<file path="src/rtl/bcd_converter.sv">
// Sequential 14-bit binary to 4-digit BCD converter (double-dabble, one bit per clock).
// Define BCD_SATURATE_EN to clamp the digits to 9999 when the value exceeds 9999.

module bcd_add3 (
    input  logic [3:0] nib_in,
    output logic [3:0] nib_out
);
    assign nib_out = (nib_in >= 4'd5) ? nib_in + 4'd3 : nib_in;
endmodule

module bcd_converter #(
    parameter int IN_W = 14
) (
    input  logic            clk,
    input  logic            rst,
    input  logic            start,
    input  logic [IN_W-1:0] bin,
    output logic            busy,
    output logic            done,
    output logic            ovf,
    output logic [3:0]      digit1,
    output logic [3:0]      digit2,
    output logic [3:0]      digit3,
    output logic [3:0]      digit4
);
    localparam int NUM_DIG = 5;
    localparam int SR_W    = IN_W + 4 * NUM_DIG;

    typedef enum logic [1:0] {IDLE, SHIFT, DONE} state_t;

    state_t          state, state_nxt;
    logic [SR_W-1:0] sr, sr_adj;
    logic [3:0]      cnt;

    // Add-3 correction on every BCD nibble before each shift
    assign sr_adj[IN_W-1:0] = sr[IN_W-1:0];
    for (genvar g = 0; g < NUM_DIG; g++) begin : g_nib
        bcd_add3 u_add3 (
            .nib_in  (sr[IN_W + 4*g +: 4]),
            .nib_out (sr_adj[IN_W + 4*g +: 4])
        );
    end

    // done stays part of busy so the accepting edge through the result edge read as busy
    assign busy = (state != IDLE) || done;

    always_comb begin
        state_nxt = state;
        case (state)
            IDLE:    if (start) state_nxt = SHIFT;
            SHIFT:   if (cnt == 4'd1) state_nxt = DONE;
            DONE:    state_nxt = IDLE;
            default: state_nxt = IDLE;
        endcase
    end

    always_ff @(posedge clk) begin
        if (rst) begin
            state  <= IDLE;
            sr     <= '0;
            cnt    <= '0;
            done   <= 1'b0;
            ovf    <= 1'b0;
            digit1 <= '0;
            digit2 <= '0;
            digit3 <= '0;
            digit4 <= '0;
        end else begin
            state <= state_nxt;
            done  <= 1'b0;
            case (state)
                IDLE: begin
                    if (start) begin
                        sr  <= SR_W'(bin);
                        cnt <= 4'(IN_W);
                    end
                end
                SHIFT: begin
                    sr  <= sr_adj << 1;
                    cnt <= cnt - 4'd1;
                end
                DONE: begin
                    done <= 1'b1;
                    ovf  <= |sr[IN_W + 16 +: 4];
`ifdef BCD_SATURATE_EN
                    if (|sr[IN_W + 16 +: 4]) begin
                        digit1 <= 4'd9;
                        digit2 <= 4'd9;
                        digit3 <= 4'd9;
                        digit4 <= 4'd9;
                    end else begin
                        digit1 <= sr[IN_W      +: 4];
                        digit2 <= sr[IN_W + 4  +: 4];
                        digit3 <= sr[IN_W + 8  +: 4];
                        digit4 <= sr[IN_W + 12 +: 4];
                    end
`else
                    digit1 <= sr[IN_W      +: 4];
                    digit2 <= sr[IN_W + 4  +: 4];
                    digit3 <= sr[IN_W + 8  +: 4];
                    digit4 <= sr[IN_W + 12 +: 4];
`endif
                end
                default: ;
            endcase
        end
    end
endmodule

</file>
<file path="config.mk">
export PLATFORM = sky130hd
export DESIGN_NAME = bcd_converter
export DESIGN_NICKNAME = d
export VERILOG_FILES = /design/src/rtl/bcd_converter.sv
export SDC_FILE = /design/constraint.sdc
export NUM_CORES = 1
export LEC_CHECK = 0
export CAP_MARGIN = 20
export CORE_ASPECT_RATIO = 0.9
export CORE_MARGIN = 2
export CORE_UTILIZATION = 25
export DETAILED_ROUTE_END_ITERATION = 7
export GPL_ROUTABILITY_DRIVEN = 0
export PLACE_DENSITY = 0.45
export SYNTH_ARGS = -nofsm -noshare
export SYNTH_HDL_FRONTEND = slang
export SYNTH_HIERARCHICAL = 1
export SYNTH_SLANG_ARGS = --single-unit
</file>
<file path="constraint.sdc">
create_clock -name clk -period 2.8 [get_ports clk]
set_clock_uncertainty 0.1 [all_clocks]
set_input_delay 0.42 -clock clk [delete_from_list [all_inputs] [get_ports clk]]
set_output_delay 0.42 -clock clk [all_outputs]
set_load 0.05 [all_outputs]
</file>
# Word level (Yosys, flattened, before mapping)
# Index checks and enable logic that the tools add are counted.
[classes]
addsub = 6
magnitude_cmp = 5
eq_ne = 5
mux = 13
n_reduce_logical = 7
[op_table]
columns = ["cell", "n"]
rows = [
  ["$pmux 34 s2", 1],
  ["$mux 34", 1],
  ["$ge 4x3->1 const B", 5],
  ["$mux 4", 5],
  ["$add 4x2->4 const B", 4],
  ["$pmux 4 s2", 1],
  ["$eq 4x1->1 const B", 1],
  ["$mux 2", 2],
  ["$ne 2x2->1 const B", 2],
  ["$pmux 2 s2", 1],
  ["$reduce_and 2->1", 2],
  ["$reduce_bool 2->1", 2],
  ["$reduce_or 4->1", 1],
  ["$sub 4x1->4 const B", 1],
  ["$add 3x2->3 const B", 1],
  ["$mux 3", 1],
  ["$eq 2x1->1 const B", 1],
  ["$eq 2x2->1 const B", 1],
  ["$logic_not 2->1", 1],
  ["$logic_or 1x1->1", 1],
  ["$mux 1", 1],
]
[totals]
regBits = 58
inputBits = 17
output_inout_bits = 19
word_cells = 45

# Depth between registers and ports, before layout
# Gate-level depths: netlist (run 1).
[depth]
depth_word = 3
depth_mapped = 6

# By module
# Netlist (run 1), hierarchy kept.
[modules_own_cells]
columns = ["mod", "instances", "cells_each", "area_per_inst_um2", "seq_area_each_um2"]
rows = [
  ["bcd_converter", 1, 265, 2313.5, 1161.1],
  ["bcd_add3", 5, 16, 101.3, 0.0],
]

# Least setup slack after synthesis (run 1)
# Ideal clock, no wire load.
[synth_timing]
path_kind = "register to output"
start = "register state[1]"
end = "output busy"
arrival_ns = 1.151
t_required_ns = 2.280
slack_ns = 1.129
path_stages_with_launch = 4
n_path_buf = 2
cell_sequence = "dfxtp_1 > buf_6 > clkbuf_1 > or3_1"
[synth_via]
elab_chain_cells = 2
[synth_rtl]
columns = ["element", "line_no", "rtl"]
rows = [
  ["start, declared", "31", "state_t state, state_nxt;"],
  ["start signal, assigned", "69", "state <= state_nxt;"],
  ["$reduce_bool 2->1", "45", "assign busy = (state != IDLE) || done;"],
  ["$logic_or 1x1->1", "45", ""],
  ["end, declared", "18", "output logic busy,"],
]
# No other way between the ends.

# Worst setup path in the final report (run 1)
[layout_timing]
start = "register digit3[0]"
end = "output digit3[0]"
[layout_lines]
columns = ["element", "line_no", "rtl"]
rows = [
  ["start, declared", "23", "output logic [3:0] digit3,"],
  ["start signal, assigned", "100", "digit3 <= sr[IN_W + 8 +: 4];"],
]
# No word-level cell between the ends.

==> results.sh, run 1 <==
export IMPL_rsz0062_at_grt="false"
export IMPL_rr_endpoint="sr[22]"
export IMPL_core_area_um2=10860
export IMPL_setup_viol=0
export IMPL_min_period_ns=1.994
export IMPL_endpoint="digit3[0]"
export IMPL_min_delay_path_depth=2
export IMPL_ctsHoldBuffers=0
export IMPL_rr_worst_depth=5
export IMPL_area_delta_synth_final_pct=27.88
export IMPL_worst_pin_slew_ns=0.7376
export IMPL_layout_worst_path_cycle_share=0.7121
export IMPL_synth_cells=341
export IMPL_grt_usage=0.1110
export IMPL_hold_viol_final=0
export IMPL_nets=402
export IMPL_reg2reg_slack_ns=1.20
export IMPL_crit_fanout=2
export IMPL_met2_usage=0.1617
export IMPL_hold_class="reg -> reg"
export IMPL_crit_path_end_kind="output pin"
export IMPL_cts_tree="yes"
export IMPL_cp_num_cells=1
export IMPL_core_rowCount=36
export IMPL_htreeDepth=3
export IMPL_worstPathRequired_ns=2.28
export IMPL_grt_pass1_vias=2218
export IMPL_clock_latency_ns=0.32
export IMPL_clk_pin_slew_worst_paths_ns=0.05
export IMPL_fmax_mhz=501.5
export IMPL_finalSetupTns_ns=0
export IMPL_yosys_warnings=6
export IMPL_grtUsageMet1=0.1492
export IMPL_ant_nets=0
export IMPL_path_delay_family="buffers and inverters"
export IMPL_critPathLaunchType="register"
export IMPL_first_iter_violations=133
export IMPL_vias=2354
export IMPL_gr_usage_met3=0.03089
export IMPL_worstPathArrival_ns=1.47
export IMPL_portBuffers=35
export IMPL_antenna_found_initial=0
export IMPL_min_from="digit1[1]"
export IMPL_path_buf_inv=1
export IMPL_cts_sinks=58
export IMPL_postCtsSetupBuffers=0
export IMPL_max_stage_delay_ns=0.81
export IMPL_dp_hpwl_mm=4.167
export IMPL_power_leakage_nw=1.403
export IMPL_cellPowerDensity_nw_per_um2=580.3
export IMPL_reg2reg_from="state[1]"
export IMPL_maxSlewViolCount=0
export IMPL_die_area_um2=12060
export IMPL_dr_pass1_iters=4
export IMPL_worstPathCellList="clkdlybuf4s50_1"
export IMPL_startpoint="digit3[0]"
export IMPL_chipHeight_um=104.4
export IMPL_drive_above_1_share=0.1190
export IMPL_routedWlPerCell_um=11.93
export IMPL_grt_pass1_wl_mm=10.61
export IMPL_synth_fp_nets=370
export IMPL_diodes=0
export IMPL_avgSynthCellArea_um2=8.212
export IMPL_grt_max_degree=32
export IMPL_cts_buffers_inserted=9
export IMPL_outcome="finished, final reports clean"
export IMPL_path_class="reg -> out"
export IMPL_cts_resized=0
export IMPL_max_cap_violations=0
export IMPL_ir_drop_uv=232.5
export IMPL_post_route_util=0.3299
export IMPL_remaining_drc_errors=0
export IMPL_crit_path_top_delay_cell="clkdlybuf4s50_1"
export IMPL_busiest_layer="met2"
export IMPL_die_w_um=115.6
export IMPL_slew_headroom=0.5082
export IMPL_syn_area_um2=2800
export IMPL_cts_root_buf="clkbuf_16"
export IMPL_cts_buffer_depth=2
export IMPL_start_util=0.2580
export IMPL_grt_overflow=0
export IMPL_io_pins=36
export IMPL_wl_mm=6.321
export IMPL_vias_per_cell=4.442
==> state kept, by name (all words and copies together) (netlist names) <==
| register | cells |
|---|---|
| sr | 34 |
| cnt | 4 |
| digit4 | 4 |
| digit1 | 4 |
| state | 2 |
| done | 1 |
| digit2 | 4 |
| ovf | 1 |
| digit3 | 4 |
==> layout by cell type (no fill, tap or decap), types with 2 or more instances in the layout <==
| cell type | count |
|---|---|
| dfxtp_1 | 58 |
| nand2_1 | 54 |
| a21oi_1 | 46 |
| nor2_1 | 39 |
| clkdlybuf4s50_1 | 34 |
| inv_1 | 26 |
| a22o_1 | 20 |
| o221a_2 | 13 |
| ha_1 | 12 |
| nand2b_1 | 11 |
| buf_4 | 10 |
| clkbuf_16 | 9 |
| o21ai_0 | 5 |
| a21oi_2 | 5 |
| mux2i_1 | 5 |
| xnor2_1 | 5 |
| o21ai_1 | 4 |
| clkbuf_8 | 3 |
| clkinv_2 | 2 |
| clkbuf_1 | 2 |
==> worst min-delay path by stage <==
stage | endpoint | slack [ns]
2_1_floorplan | sr[0] | 0.35
3_3_place_gp | digit2[0] | 0.35
3_5_place_dp | ovf | 0.35
4_1_cts | digit2[3] | 0.36
5_1_grt | digit4[3] | 0.38
6_report | digit1[1] | 0.35
==> report_power, final <==
| group | leakage [nW] | switching (W) | internal (W) | total, W |
|---|---|---|---|---|
| registers | 0.472 | 0.0000252 | 0.000855 | 0.000880 |
| logic | 0.788 | 0.0000908 | 0.0000798 | 0.000171 |
| clock network | 0.143 | 0.000360 | 0.000668 | 0.00103 |
| total | 1.40 | 0.000476 | 0.00160 | 0.00208 |
==> area by class of cell <==
type | count | area [um2]
clock buffers | 14 | 274.0
clock inverters | 2 | 10.01
fillers | 1122 | 7274
inverters | 26 | 97.59
multi-input cells | 234 | 1433
flip-flops and latches | 58 | 1161
well taps | 152 | 190.2
repair buffers | 44 | 415.4
==> stage by stage <==
stage	hold WS (ns)	area (um2)	power, W	instances	setup WS (ns)
after floorplan	0.3539	2800	0.001010	341	1.129
after CTS	0.3568	3581	0.002111	530	0.7962
final	0.3527	3581	0.002078	530	0.8061
after global routing	0.3781	3581	0.002174	530	0.7730
after detailed placement	0.3491	3297	0.001067	514	0.7681
after global placement	0.3467	3297	0.001065	514	0.7753
==> per-layer routing <==
metal	part of all wire	vias to the layer above
li1	-	1230
met1	0.52	1091
met2	0.43	24
met3	0.031	9
met4	0.020	0
met5	0	-
Note: power is estimated with default switching activity, not from simulation.
==> run 2: changes to the inputs <==
--- a/config.mk
+++ b/config.mk
@@ -11,7 +11,7 @@
 export CORE_UTILIZATION = 25
 export DETAILED_ROUTE_END_ITERATION = 7
 export GPL_ROUTABILITY_DRIVEN = 0
-export PLACE_DENSITY = 0.45
+export PLACE_DENSITY = 0.47
 export SYNTH_ARGS = -nofsm -noshare
 export SYNTH_HDL_FRONTEND = slang
 export SYNTH_HIERARCHICAL = 1
==> constraint.sdc (replaced) <==
create_clock -name clk -period 1.67 [get_ports clk]
set_clock_uncertainty 0.1 [all_clocks]
set_input_delay 0.2505 -clock clk [delete_from_list [all_inputs] [get_ports clk]]
set_output_delay 0.2505 -clock clk [all_outputs]
set_load 0.05 [all_outputs]
==> results.sh, run 2 (synthesized netlist as in run 1, its figures left out) <==
export IMPL_vias=2366
export IMPL_remaining_drc_errors=0
export IMPL_largest_register_ffs=34
export IMPL_seq_area_um2=1164
export IMPL_cellPowerDensity_nw_per_um2=1047
export IMPL_crit_fanout=6
export IMPL_hold_viol_final=0
export IMPL_grt_pass1_wl_mm=10.65
export IMPL_multiInputGateArea_um2=1438
export IMPL_dp_hpwl_mm=4.335
export IMPL_diodes=0
export IMPL_core_rowCount=36
export IMPL_cts_sinks=58
export IMPL_grt_usage=0.1117
export IMPL_max_cap_violations=0
export IMPL_worstPathArrival_ns=1.26
export IMPL_rsz0062_at_grt="false"
export IMPL_outcome="finished, final reports clean"
export IMPL_place_area_um2=3354
export IMPL_setup_viol=0
export IMPL_clock_latency_ns=0.33
export IMPL_worst_pin_slew_ns=0.3084
export IMPL_vias_per_cell=4.406
export IMPL_routed_top_layer="met4"
export IMPL_first_iter_violations=121
export IMPL_die_area_um2=12060
export IMPL_endpoint="busy"
export IMPL_layout_worst_path_cycle_share=0.9622
export IMPL_reg2reg_slack_ns=0.11
export IMPL_worstPathCellList="or3_4, buf_12"
export IMPL_final_cell_mix="56 x dfxtp_1, 54 x nand2_1, 46 x a21oi_1, 39 x nor2_1, 31 x buf_4"
export IMPL_start_util=0.2580
export IMPL_core_area_um2=10860
export IMPL_antenna_found_initial=0
export IMPL_grt_pass1_vias=2233
export IMPL_cts_buffers_inserted=9
export IMPL_ant_nets=0
export IMPL_largest_register="sr"
export IMPL_clk_pin_slew_worst_paths_ns=0.05
export IMPL_wl_met3_um=167
export IMPL_grt_overflow=0
export IMPL_stdcell_area_um2=3696
export IMPL_slew_headroom=0.7917
export IMPL_startpoint="state[0]"
export IMPL_routedWlPerCell_um=11.72
export IMPL_io_pins=36
export IMPL_ir_drop_uv=386.8
export IMPL_htreeDepth=3
export IMPL_fmax_mhz=622.3
export IMPL_worstPathRequired_ns=1.32
export IMPL_max_stage_delay_ns=0.41
export IMPL_path_class="reg -> out"
export IMPL_power_leakage_nw=1.516
export IMPL_cts_tree="yes"
export IMPL_min_period_ns=1.607
export IMPL_finalSetupTns_ns=0
export IMPL_postCtsSetupBuffers=0
export IMPL_chipHeight_um=104.4
export IMPL_layout_commonest_cell="dfxtp_1"
export IMPL_die_w_um=115.6
export IMPL_dr_pass1_iters=5
export IMPL_portBuffers=35
export IMPL_cts_root_buf="clkbuf_16"
export IMPL_drive_above_1_share=0.1922
export IMPL_grt_max_degree=21
export IMPL_hold_class="reg -> reg"
export IMPL_nets=409
export IMPL_critPathLaunchType="register"
export IMPL_crit_path_end_kind="output pin"
export IMPL_reg2reg_from="sr[27]"
export IMPL_wl_mm=6.294
export IMPL_crit_path_top_delay_cell="or3_4"
export IMPL_fillers=1130
export IMPL_drt_met1_wl_mm=3.234
export IMPL_maxSlewViolCount=0
export IMPL_rr_worst_depth=6
export IMPL_ctsHoldBuffers=0
export IMPL_area_delta_synth_final_pct=31.99
export IMPL_rr_endpoint="sr[28]"
export IMPL_cts_buffer_depth=2
export IMPL_route_met2_wl_mm=2.662
-- run 2: cell types whose count changed in the layout (fill, tap and decap cells not counted) --
cell,delta
dfxtp_1,-2
or3_1,-1
buf_4,+21
clkdlybuf4s50_1,-18
bufinv_16,+3
or3_4,+1
clkbuf_8,-3
clkbuf_1,-1
buf_12,+4
clkinv_2,+1
dfxtp_2,+2
-- run 2: worst min-delay path by stage --
| stage | from | end | slack (ns) | depth (start not counted) |
|---|---|---|---|---|
| final | digit4[1] | digit4[1] | 0.35 | 2 |
| after global placement | digit4[1] | digit4[1] | 0.35 | 2 |
| after floorplan | sr[0] | sr[0] | 0.35 | 2 |
| after global routing | digit4[1] | digit4[1] | 0.37 | 2 |
| after detailed placement | digit4[1] | digit4[1] | 0.35 | 2 |
| after CTS | digit4[1] | digit4[1] | 0.36 | 2 |
-- run 2: through the flow --
step | total power, W | hold WS [ns] | std cells | util | setup WS, ns
floorplan | 0.001693 | 0.3539 | 341 | - | 0.1687
global placement | 0.001817 | 0.3483 | 521 | 0.3090 | 0.06284
detailed placement | 0.001817 | 0.3486 | 521 | 0.3090 | 0.04809
CTS | 0.003916 | 0.3561 | 537 | 0.3404 | 0.02369
global route | 0.004023 | 0.3745 | 537 | 0.3405 | 0.02470
finish | 0.003869 | 0.3525 | 537 | 0.3405 | 0.06308
-- run 2: area by class of cell --
class | count | share of cell area
multi-input cells | 234 | 0.3890
flip-flops and latches | 58 | 0.3148
repair buffers | 51 | 0.1280
clock buffers | 10 | 0.06195
well taps | 152 | 0.05146
clock inverters | 6 | 0.02844
inverters | 26 | 0.02640
-- run 2: what timing repair did --
item,CTS,global route
resized for setup,2,1
cloned,0,0
endpoints found under the setup margin,1,1
-- run 2: power breakdown --
| part | total [W] | internal, W | switching [W] |
|---|---|---|---|
| sequential | 0.00148 | 0.00143 | 0.0000432 |
| clock | 0.00208 | 0.00145 | 0.000631 |
| combinational | 0.000314 | 0.000159 | 0.000155 |
| total | 0.00387 | 0.00304 | 0.000829 |
-- run 2: layer usage --
metal / vias to the layer above / GRT usage
li1: 1244 / -
met1: 1079 / 0.1453
met2: 30 / 0.1633
met3: 13 / 0.02214
met4: 0 / 0.07831
met5: - / 0
-- run 2: worst max-delay path: cells and delay by family (launching register included) --
kind / cells / cell delay [ns]
simple gates: 1 / 0.41
flops: 1 / 0.37
buf+inv: 1 / 0.16
==> run 3: changes to the inputs <==
--- a/config.mk
+++ b/config.mk
@@ -10,8 +10,7 @@
 export CORE_MARGIN = 2
 export CORE_UTILIZATION = 25
 export DETAILED_ROUTE_END_ITERATION = 7
-export GPL_ROUTABILITY_DRIVEN = 0
-export PLACE_DENSITY = 0.47
+export PLACE_DENSITY = 0.55
 export SYNTH_ARGS = -nofsm -noshare
 export SYNTH_HDL_FRONTEND = slang
 export SYNTH_HIERARCHICAL = 1
==> results.sh, run 3 (synthesized netlist as in run 1, its figures left out) <==
export IMPL_diodes=0
export IMPL_cts_buffer_depth=2
export IMPL_die_w_um=115.6
export IMPL_clock_latency_ns=0.32
export IMPL_htreeDepth=3
export IMPL_largest_register_ffs=34
export IMPL_crit_path_end_kind="output pin"
export IMPL_rsz0062_at_grt="true"
export IMPL_core_rowCount=36
export IMPL_power_leakage_nw=1.492
export IMPL_power_frac_comb=0.091
export IMPL_fillers=1117
export IMPL_routedWlPerCell_um=11.92
export IMPL_wl_mm=6.400
export IMPL_worstPathCellList="buf_6, or3_4, buf_12"
export IMPL_nets=409
export IMPL_place_area_um2=3354
export IMPL_cts_sinks=58
export IMPL_vias_per_cell=4.434
export IMPL_crit_fanout=3
export IMPL_seq_area_um2=1162
export IMPL_dr_pass1_iters=4
export IMPL_p_int_w=0.002713
export IMPL_pwr_share_seq=0.420
export IMPL_ctsHoldBuffers=0
export IMPL_grt_pass1_vias=2245
export IMPL_path_class="reg -> out"
export IMPL_grt_overflow=0
export IMPL_chipHeight_um=104.4
export IMPL_layout_worst_path_cycle_share=0.9981
export IMPL_ant_nets=0
export IMPL_dp_hpwl_mm=4.364
export IMPL_drive_above_1_share=0.1896
export IMPL_ir_drop_uv=429.3
export IMPL_io_pins=36
export IMPL_worstPathRequired_ns=1.32
export IMPL_power_share_clock=0.489
export IMPL_first_iter_violations=153
export IMPL_switchingPower_w=0.0007990
export IMPL_portBuffers=35
export IMPL_max_cap_violations=0
export IMPL_post_route_util=0.3368
export IMPL_cts_root_buf="clkbuf_16"
export IMPL_grt_pass1_wl_mm=10.67
export IMPL_core_area_um2=10860
export IMPL_area_delta_synth_final_pct=30.56
export IMPL_maxSlewViolCount=0
export IMPL_cts_tree="yes"
export IMPL_fmax_mhz=600.0
export IMPL_switching_share=0.2275
export IMPL_largest_register="sr"
export IMPL_crit_path_top_delay_cell="or3_4"
export IMPL_max_stage_delay_ns=0.38
export IMPL_hold_viol_final=0
export IMPL_grt_max_degree=31
export IMPL_slew_headroom=0.7597
export IMPL_antenna_found_initial=0
export IMPL_clk_pin_slew_worst_paths_ns=0.05
export IMPL_hold_class="reg -> reg"
export IMPL_vias=2381
export IMPL_stdcell_area_um2=3656
export IMPL_critPathLaunchType="register"
export IMPL_cellPowerDensity_nw_per_um2=960.6
export IMPL_worstPathArrival_ns=1.32
export IMPL_multiInputGateArea_um2=1445
export IMPL_remaining_drc_errors=0
export IMPL_cts_buffers_inserted=9
export IMPL_gp_congestion=0.7572
export IMPL_setup_viol=0
export IMPL_grt_usage=0.1099
export IMPL_start_util=0.2580
export IMPL_worst_pin_slew_ns=0.3591
export IMPL_final_cell_mix="57 x dfxtp_1, 54 x nand2_1, 46 x a21oi_1, 39 x nor2_1, 30 x buf_4"
export IMPL_min_period_ns=1.667
export IMPL_die_area_um2=12060
export IMPL_layout_commonest_cell="dfxtp_1"
export IMPL_outcome="finished, final reports clean"
run 3: cell type report:
cell class / instances / share of cell area
clock inverters: 2 / 0.002738
well taps: 152 / 0.05202
clock buffers: 14 / 0.07495
multi-input cells: 234 / 0.3953
inverters: 26 / 0.02669
repair buffers: 51 / 0.1304
flip-flops and latches: 58 / 0.3179
run 3: per-stage QoR:
step	instances	setup slack, ns	hold slack, ns	setup TNS (ns)	power, W
after floorplan	341	0.1687	0.3539	0	0.001693
after global placement	521	-0.01159	0.3472	-0.05656	0.001806
after detailed placement	521	-0.05804	0.3547	-0.2948	0.001814
after CTS	538	-0.01370	0.3644	-0.01370	0.003560
after global routing	537	-0.02106	0.3751	-0.02106	0.003668
final	537	0.003199	0.3571	0	0.003512
run 3: repair_timing:
| action | in CTS | in global routing |
|---|---|---|
| pin swaps | 0 | 2 |
| resized for setup | 4 | 1 |
| buffers inserted | 1 | 0 |
| endpoints found under the setup margin | 8 | 2 |
run 3: worst max-delay path, delay by kind of cell, from the launching register on:
family,cells,cell delay [ns]
buffers and inverters,2,0.28
flip-flops,1,0.34
AND/OR/NAND/NOR,1,0.38
run 3: final timing paths:
kind / startpoint / endpoint / slack, ns / cells after the start
min reg2reg: ovf / ovf / 0.36 / 2
max reg2reg: sr[19] / sr[20] / 0.12 / 6
max: state[0] / busy / 0.003 / 3
min: ovf / ovf / 0.36 / 2
run 3: power groups by stage:
stage / Combinational, W / Sequential [W] / Clock [W]
floorplan: 0.000202 / 0.00149 / 0
global placement: 0.000309 / 0.00150 / 0
detailed placement: 0.000316 / 0.00150 / 0
CTS: 0.000324 / 0.00147 / 0.00176
global route: 0.000356 / 0.00148 / 0.00183
finish: 0.000320 / 0.00147 / 0.00172
run 3: layer usage:
layer	routed length, um	up-vias	GRT usage
li1	-	1243	-
met1	3216	1098	0.1502
met2	2868	34	0.1612
met3	234	6	0.03147
met4	80	0	0.04389
met5	0	-	0
